**src/rtl/missile_sched_pkg.sv**
```systemverilog
// Shared game constants, coordinate type and missile slot state encoding.
package game_pkg;
  localparam int unsigned COORD_W = 10;
  localparam int unsigned X_MIN   = 150;
  localparam int unsigned X_MAX   = 800;
  localparam int unsigned Y_TOP   = 10;

  typedef logic [COORD_W-1:0] coord_t;

  typedef enum logic {
    S_IDLE,
    S_FLY
  } slot_state_e;
endpackage

```
**src/rtl/missile_sched_if.sv**
```systemverilog
// Bundle between tank/button logic, the missile scheduler and collision/draw consumers.
interface missile_sched_if #(
    parameter int unsigned NUM_SLOTS = 4
);
    import game_pkg::*;

    logic                           tick;
    logic                           fire;
    coord_t                         xpos_tank;
    coord_t                         ypos_tank;
    logic [NUM_SLOTS-1:0]           hit;
    logic [NUM_SLOTS-1:0]           active;
    logic [COORD_W*NUM_SLOTS-1:0]   xpos_m;
    logic [COORD_W*NUM_SLOTS-1:0]   ypos_m;
    logic                           fire_ack;
    logic                           cooldown_busy;

    modport master (
        output tick, fire, xpos_tank, ypos_tank, hit,
        input  active, xpos_m, ypos_m, fire_ack, cooldown_busy
    );

    modport slave (
        input  tick, fire, xpos_tank, ypos_tank, hit,
        output active, xpos_m, ypos_m, fire_ack, cooldown_busy
    );
endinterface

```
**src/rtl/missile_sched_slot.sv**
```systemverilog
// One missile slot: idle until allocated, then climbs SPEED pixels per tick until it leaves or is hit.
module missile_slot #(
    parameter int unsigned SPEED = 4,
    parameter int unsigned Y_TOP = 10
) (
    input  logic            clk,
    input  logic            rst,
    input  logic            alloc,
    input  game_pkg::coord_t spawn_x,
    input  game_pkg::coord_t spawn_y,
    input  logic            tick,
    input  logic            hit,
    output logic            active,
    output game_pkg::coord_t x,
    output game_pkg::coord_t y
);
    import game_pkg::*;

    slot_state_e state, state_next;
    coord_t      x_next, y_next;

    always_ff @(posedge clk or posedge rst) begin
        if (rst) begin
            state <= S_IDLE;
            x     <= '0;
            y     <= '0;
        end else begin
            state <= state_next;
            x     <= x_next;
            y     <= y_next;
        end
    end

    // Hit outranks motion; an idle slot ignores tick/hit, so a fresh allocation does too.
    always_comb begin
        state_next = state;
        x_next     = x;
        y_next     = y;
        case (state)
            S_IDLE: begin
                if (alloc) begin
                    state_next = S_FLY;
                    x_next     = spawn_x;
                    y_next     = spawn_y;
                end
            end
            S_FLY: begin
                if (hit) begin
                    state_next = S_IDLE;
                end else if (tick) begin
                    if (y < COORD_W'(Y_TOP + SPEED))
                        state_next = S_IDLE;
                    else
                        y_next = y - COORD_W'(SPEED);
                end
            end
            default: state_next = S_IDLE;
        endcase
    end

    assign active = (state == S_FLY);
endmodule

```
**src/rtl/missile_sched.sv**
```systemverilog
// Missile slot pool: fire request detect, lowest-free-slot allocation and shot cooldown.
// Define MISSILE_AUTOFIRE_EN to treat a held fire button as a repeating request.
module missile_sched #(
    parameter int unsigned NUM_SLOTS = 4,
    parameter int unsigned COOLDOWN  = 20,
    parameter int unsigned SPEED     = 4,
    parameter int unsigned SPAWN_OFF = 16,
    parameter int unsigned Y_TOP     = game_pkg::Y_TOP
) (
    input logic            clk,
    input logic            rst,
    missile_sched_if.slave bus
);
    import game_pkg::*;

    localparam int unsigned CW = (COOLDOWN > 0) ? $clog2(COOLDOWN + 1) : 1;

    logic                         req;
    logic                         accept;
    logic                         any_free;
    logic [NUM_SLOTS-1:0]         act;
    logic [NUM_SLOTS-1:0]         pick;
    logic [NUM_SLOTS-1:0]         alloc;
    logic [CW-1:0]                cnt;
    logic                         fire_ack;
    coord_t                       spawn_y;
    coord_t                       xs [NUM_SLOTS];
    coord_t                       ys [NUM_SLOTS];
    logic [COORD_W*NUM_SLOTS-1:0] xm, ym;

`ifdef MISSILE_AUTOFIRE_EN
    assign req = bus.fire;
`else
    logic fire_q;

    // Resets high so a button held through reset does not produce a shot.
    always_ff @(posedge clk or posedge rst) begin
        if (rst) fire_q <= 1'b1;
        else     fire_q <= bus.fire;
    end

    assign req = bus.fire & ~fire_q;
`endif

    always_comb begin
        if (bus.ypos_tank < COORD_W'(SPAWN_OFF + Y_TOP))
            spawn_y = COORD_W'(Y_TOP);
        else
            spawn_y = bus.ypos_tank - COORD_W'(SPAWN_OFF);
    end

    always_comb begin
        pick     = '0;
        any_free = 1'b0;
        for (int unsigned i = 0; i < NUM_SLOTS; i++) begin
            if (!act[i] && !any_free) begin
                pick[i]  = 1'b1;
                any_free = 1'b1;
            end
        end
    end

    assign accept = req & any_free & (cnt == '0);
    assign alloc  = accept ? pick : '0;

    // Reload on a shot wins over a coincident tick decrement.
    always_ff @(posedge clk or posedge rst) begin
        if (rst) begin
            cnt      <= '0;
            fire_ack <= 1'b0;
        end else begin
            fire_ack <= accept;
            if (accept)
                cnt <= CW'(COOLDOWN);
            else if (bus.tick && cnt != '0)
                cnt <= cnt - CW'(1);
        end
    end

    for (genvar i = 0; i < NUM_SLOTS; i++) begin : g_slot
        missile_slot #(
            .SPEED (SPEED),
            .Y_TOP (Y_TOP)
        ) u_slot (
            .clk     (clk),
            .rst     (rst),
            .alloc   (alloc[i]),
            .spawn_x (bus.xpos_tank),
            .spawn_y (spawn_y),
            .tick    (bus.tick),
            .hit     (bus.hit[i]),
            .active  (act[i]),
            .x       (xs[i]),
            .y       (ys[i])
        );
    end

    always_comb begin
        xm = '0;
        ym = '0;
        for (int unsigned i = 0; i < NUM_SLOTS; i++) begin
            xm[COORD_W*i +: COORD_W] = xs[i];
            ym[COORD_W*i +: COORD_W] = ys[i];
        end
    end

    assign bus.active        = act;
    assign bus.xpos_m        = xm;
    assign bus.ypos_m        = ym;
    assign bus.fire_ack      = fire_ack;
    assign bus.cooldown_busy = (cnt != '0);
endmodule

```
**src/flat_wrapper.sv**
```systemverilog
// flat-port wrapper written by rule: the top's interface ports become plain ports
module missile_sched_flat import game_pkg::*;
#(
    parameter int unsigned NUM_SLOTS = 4,
    parameter int unsigned COOLDOWN  = 20,
    parameter int unsigned SPEED     = 4,
    parameter int unsigned SPAWN_OFF = 16,
    parameter int unsigned Y_TOP     = game_pkg::Y_TOP
)
  (clk, rst, bus_tick, bus_fire, bus_xpos_tank, bus_ypos_tank, bus_hit, bus_active, bus_xpos_m, bus_ypos_m, bus_fire_ack, bus_cooldown_busy);
  missile_sched_if #(.NUM_SLOTS(NUM_SLOTS)) bus_i ();
  input logic clk;
  input logic rst;
  input wire logic [$bits(bus_i.tick)-1:0] bus_tick;
  input wire logic [$bits(bus_i.fire)-1:0] bus_fire;
  input wire logic [$bits(bus_i.xpos_tank)-1:0] bus_xpos_tank;
  input wire logic [$bits(bus_i.ypos_tank)-1:0] bus_ypos_tank;
  input wire logic [$bits(bus_i.hit)-1:0] bus_hit;
  output wire logic [$bits(bus_i.active)-1:0] bus_active;
  output wire logic [$bits(bus_i.xpos_m)-1:0] bus_xpos_m;
  output wire logic [$bits(bus_i.ypos_m)-1:0] bus_ypos_m;
  output wire logic [$bits(bus_i.fire_ack)-1:0] bus_fire_ack;
  output wire logic [$bits(bus_i.cooldown_busy)-1:0] bus_cooldown_busy;
  assign bus_i.tick = bus_tick;
  assign bus_i.fire = bus_fire;
  assign bus_i.xpos_tank = bus_xpos_tank;
  assign bus_i.ypos_tank = bus_ypos_tank;
  assign bus_i.hit = bus_hit;
  assign bus_active = bus_i.active;
  assign bus_xpos_m = bus_i.xpos_m;
  assign bus_ypos_m = bus_i.ypos_m;
  assign bus_fire_ack = bus_i.fire_ack;
  assign bus_cooldown_busy = bus_i.cooldown_busy;
  missile_sched #(.NUM_SLOTS(NUM_SLOTS), .COOLDOWN(COOLDOWN), .SPEED(SPEED), .SPAWN_OFF(SPAWN_OFF), .Y_TOP(Y_TOP)) u_core (.clk(clk), .rst(rst), .bus(bus_i));
endmodule
```
**config.mk**
```make
export PLATFORM = sky130hd
export DESIGN_NAME = missile_sched_flat
export DESIGN_NICKNAME = d
export VERILOG_FILES = /design/src/rtl/missile_sched_pkg.sv /design/src/rtl/missile_sched_if.sv /design/src/rtl/missile_sched_slot.sv /design/src/rtl/missile_sched.sv /design/src/flat_wrapper.sv
export SDC_FILE = /design/constraint.sdc
export NUM_CORES = 1
export LEC_CHECK = 0
export BUFFER_PORTS_ARGS = -buffer_cell sky130_fd_sc_hd__buf_4
export CORE_ASPECT_RATIO = 1.2
export CORE_MARGIN = 2
export CORE_UTILIZATION = 49
export DETAILED_ROUTE_END_ITERATION = 10
export PLACE_DENSITY = 0.76
export SETUP_SLACK_MARGIN = 0.5
export SYNTH_ARGS = -nofsm -noshare
export SYNTH_HDL_FRONTEND = slang
export SYNTH_HIERARCHICAL = 1
export SYNTH_SLANG_ARGS = --single-unit
export TNS_END_PERCENT = 5
```
**constraint.sdc**
```tcl
create_clock -name clk -period 2.8 [get_ports clk]
set_clock_uncertainty 0.05 [all_clocks]
set_input_delay 0.56 -clock clk [delete_from_list [all_inputs] [get_ports clk]]
set_output_delay 0.56 -clock clk [all_outputs]
set_load 0.005 [all_outputs]
```
==> flow_summary_export.csv <==
group,metric,value,unit
outcome,outcome,"complete, no violations",
cts,cts.sinks,91,
sta,setup_violations,0,
global_route,antenna_found_initial,0,
critical_path,worst-setup-path-type,"register to register",
critical_path,critPathMaxFanout,6,
cts,clk_pin_slew,0.06,ns
cts,cts-root-buf,"clkbuf_16",
synth,synth_compound_area_frac,0.145,
critical_path,slowest_stage,"or3_4",
synth,synth_nets,568,
synth,synth_top_family_by_area,"simple AND/OR/NAND/NOR gates",
synth,ys_seq_area_frac,0.459,
global_route,grt_pass1_wl,23.5,mm
placement,dp_slack,0.137,ns
synth,synth_cell_types,52,
cts,ctsHoldBuffers,0,
routing,dr.pass1.iters,5,
global_route,first_global_vias,4670,
sta,fin_hold_ws,0.156,ns
cts,htreeDepth,3,
synth,synthesis.area,4960,um2
die,start_util,0.498,
layout,layout-drive-gt1-share,0.316,
routing,vias,4628,
synth,synth_edf_count,0,
global_route,grt_use_total,0.280,
sta,fmax,401,MHz
synth,yosysTopAreaCell,"dfrtp_1",
pwr,peakVddDrop,0.000412,V
critical_path,cp_top_family,"simple AND/OR/NAND/NOR gates",
pwr,p_total,4.78,mW
sta,slew_headroom,0.411,
critical_path,arrival,2.65,ns
layout,syn_to_final_growth,32.4,%
die,die_x,95.9,um
die,die_area,11000,um2
synth,synthAdderAreaFrac,0.0277,
global_route,grt_overflow,0,
global_route,grt_max_degree,22,
sta,tightest_slew,0.882,ns
synth,synthMuxAreaShare,0.0426,
synth,synth_top_cell_area_share,0.454,
die,rows,40,
layout,diodes,0,
routing,wl,15.1,mm
cts,cts_max_path_buffers,2,
cts,cts_tree,"yes",
die,ios,114,
critical_path,crit_chain,"inv_1 -> ha_2 -> nor4b_4 -> inv_2 -> or3_4 -> nor4b_4 -> nor2b_4 -> buf_6 -> mux2i_1 -> mux2i_1",
sta,fin_crit_sh,0.891,
synth,async_flop_share,1.00,
synth,synth_ff_type,"dfrtp_1",
layout,fin_nets,711,
sta,rsz0062_at_grt,"true",
placement,hpwlAfterDp,10.7,mm
layout,fillCellCount,798,
synth,syn_area_per_cell,9.38,um2
synth,synthSimpleGateAreaFrac,0.266,
die,core_area,9960,um2
critical_path,worstSetupStartpointType,"register",
placement,gp_congestion,0.868,
critical_path,cp_num_buf_inv,3,
sta,setup_tns,0,ns
synth,syn_inst,529,
critical_path,cp-end-kind,"register",
sta,min_period,2.49,ns
routing,drc,0,
cts,clk_latency,0.34,ns
die,die_h,114,um
synth,synth_xor_area_frac,0.0212,
routing,wl_per_cell,18.8,um
routing,ant_nets,0,
routing,vias_per_cell,5.76,
critical_path,critPathMaxStageDelay,0.47,ns
critical_path,cp_data_required_time,2.96,ns
sta,hold_violations,0,
cts,cts_buffers,9,
sta,slew_violations,0,
placement,port_buffers,113,
hold_path,hp-class,"primary input to async pin",
synth,synth_area_leaders,"dfrtp_1 45%, nand2_1 12%, mux2i_1 4.0%",
synth,ys_seq_elements,91,
sta,setup_ws,0.306,ns
routing,drt_iter0_drc,249,
flow_run,cap_violations,0,
synth,yosysWarnings,6,
pwr,p_leak,3.30,nW
pwr,power_density,726,nW/um2
-- final cells by class --
cell class	instances	area (um2)	area share
Timing Repair Buffer	150	1150	0.175
Tap cell	126	158	0.0240
Clock inverter	5	75.1	0.0114
Sequential cell	91	2280	0.347
Inverter	25	93.8	0.0143
Clock buffer	11	253	0.0384
Multi-Input combinational cell	395	2560	0.390
-- cells by family (layout without fill, tap and decap cells) --
logic type	after synthesis	in the layout
and+or+nand+nor	259	259
AOI/OAI and AO/OA	92	92
DFF	91	91
buffers and inverters	43	191
muxes	21	21
xor gates and xnor gates	12	12
adders and majority gates	11	11
-- sequential cells by signal (all words and copies together) (netlist names) --
signal,cells
u_core/g_slot.u_slot/active,4
u_core/g_slot.u_slot/y,40
u_core/bus.fire_ack,1
u_core/g_slot.u_slot/x,40
u_core/cnt,5
u_core/fire_q,1
-- worst paths after layout --
| kind | slack (ns) | cells after the start | to | start |
|---|---|---|---|---|
| hold / removal | 0.16 | 2 | u_core/cnt[4] | rst |
| setup / recovery | 0.31 | 10 | u_core/g_slot[3].u_slot/y[6] | u_core/cnt[0] |
| min in group clk | 0.29 | 1 | u_core/fire_q | bus_fire |
| setup reg to reg | 0.31 | 10 | u_core/g_slot[3].u_slot/y[6] | u_core/cnt[0] |
| hold reg to reg | 0.43 | 2 | u_core/g_slot[0].u_slot/x[5] | u_core/g_slot[0].u_slot/x[5] |
| max in group asynchronous | 1.76 | 2 | u_core/g_slot[3].u_slot/x[5] | rst |
-- synth_stat cells (all sizes together) (7+ instances only) --
library cell	n
nor2	27
mux2i	20
xnor2	12
nor3	7
or3	9
dfrtp	90
nor4	8
inv	25
ha	11
nor2b	10
a21oi	32
buf	13
a211oi	8
nand2	164
o2bb2ai	8
o32ai	8
o21ai	9
-- report_power, final --
part           switching, mW  total (mW)  leakage [nW]  internal, mW
logic                  0.682        1.48          1.96         0.801
clock network          0.490        1.32         0.165         0.826
registers              0.388        1.98          1.18          1.59
-- cell usage in the layout (no fill, tap or decap), types with 5 or more instances in the layout --
cell type and instances:
dfrtp_1 90, nor2b_1 6, mux2i_1 19, nand3_1 5, o32ai_1 8, o2bb2ai_1 8, a21oi_1 28, o21ai_0 8
nor2_2 5, nand2_1 161, ha_1 10, clkbuf_16 9, nor3_1 6, or3_1 8, inv_1 24, nor2_1 22
xnor2_1 12, buf_4 145
-- per-stage QoR --
stage	instance area, um2	util	std cells
final	6570	0.660	803
after global routing	6570	0.660	803
after CTS	6470	0.650	795
after detailed placement	6040	0.606	770
after global placement	6040	0.606	770
after floorplan	4990	-	529
-- what timing repair did --
action / in CTS / in global routing
pin swaps: 3 / 3
setup endpoints to repair: 82 / 76
buffers inserted: 9 / 8
resized for setup: 13 / 7
-- routing by layer --
layer / part of all wire / vias up / global-route usage
met3: 0.083 / 26 / 0.0777
met4: 0.027 / 0 / 0.0990
met2: 0.51 / 218 / 0.468
met1: 0.38 / 2276 / 0.347
met5: 0 / - / 0
li1: - / 2108 / -
Note: power is estimated with default switching activity, not from simulation.
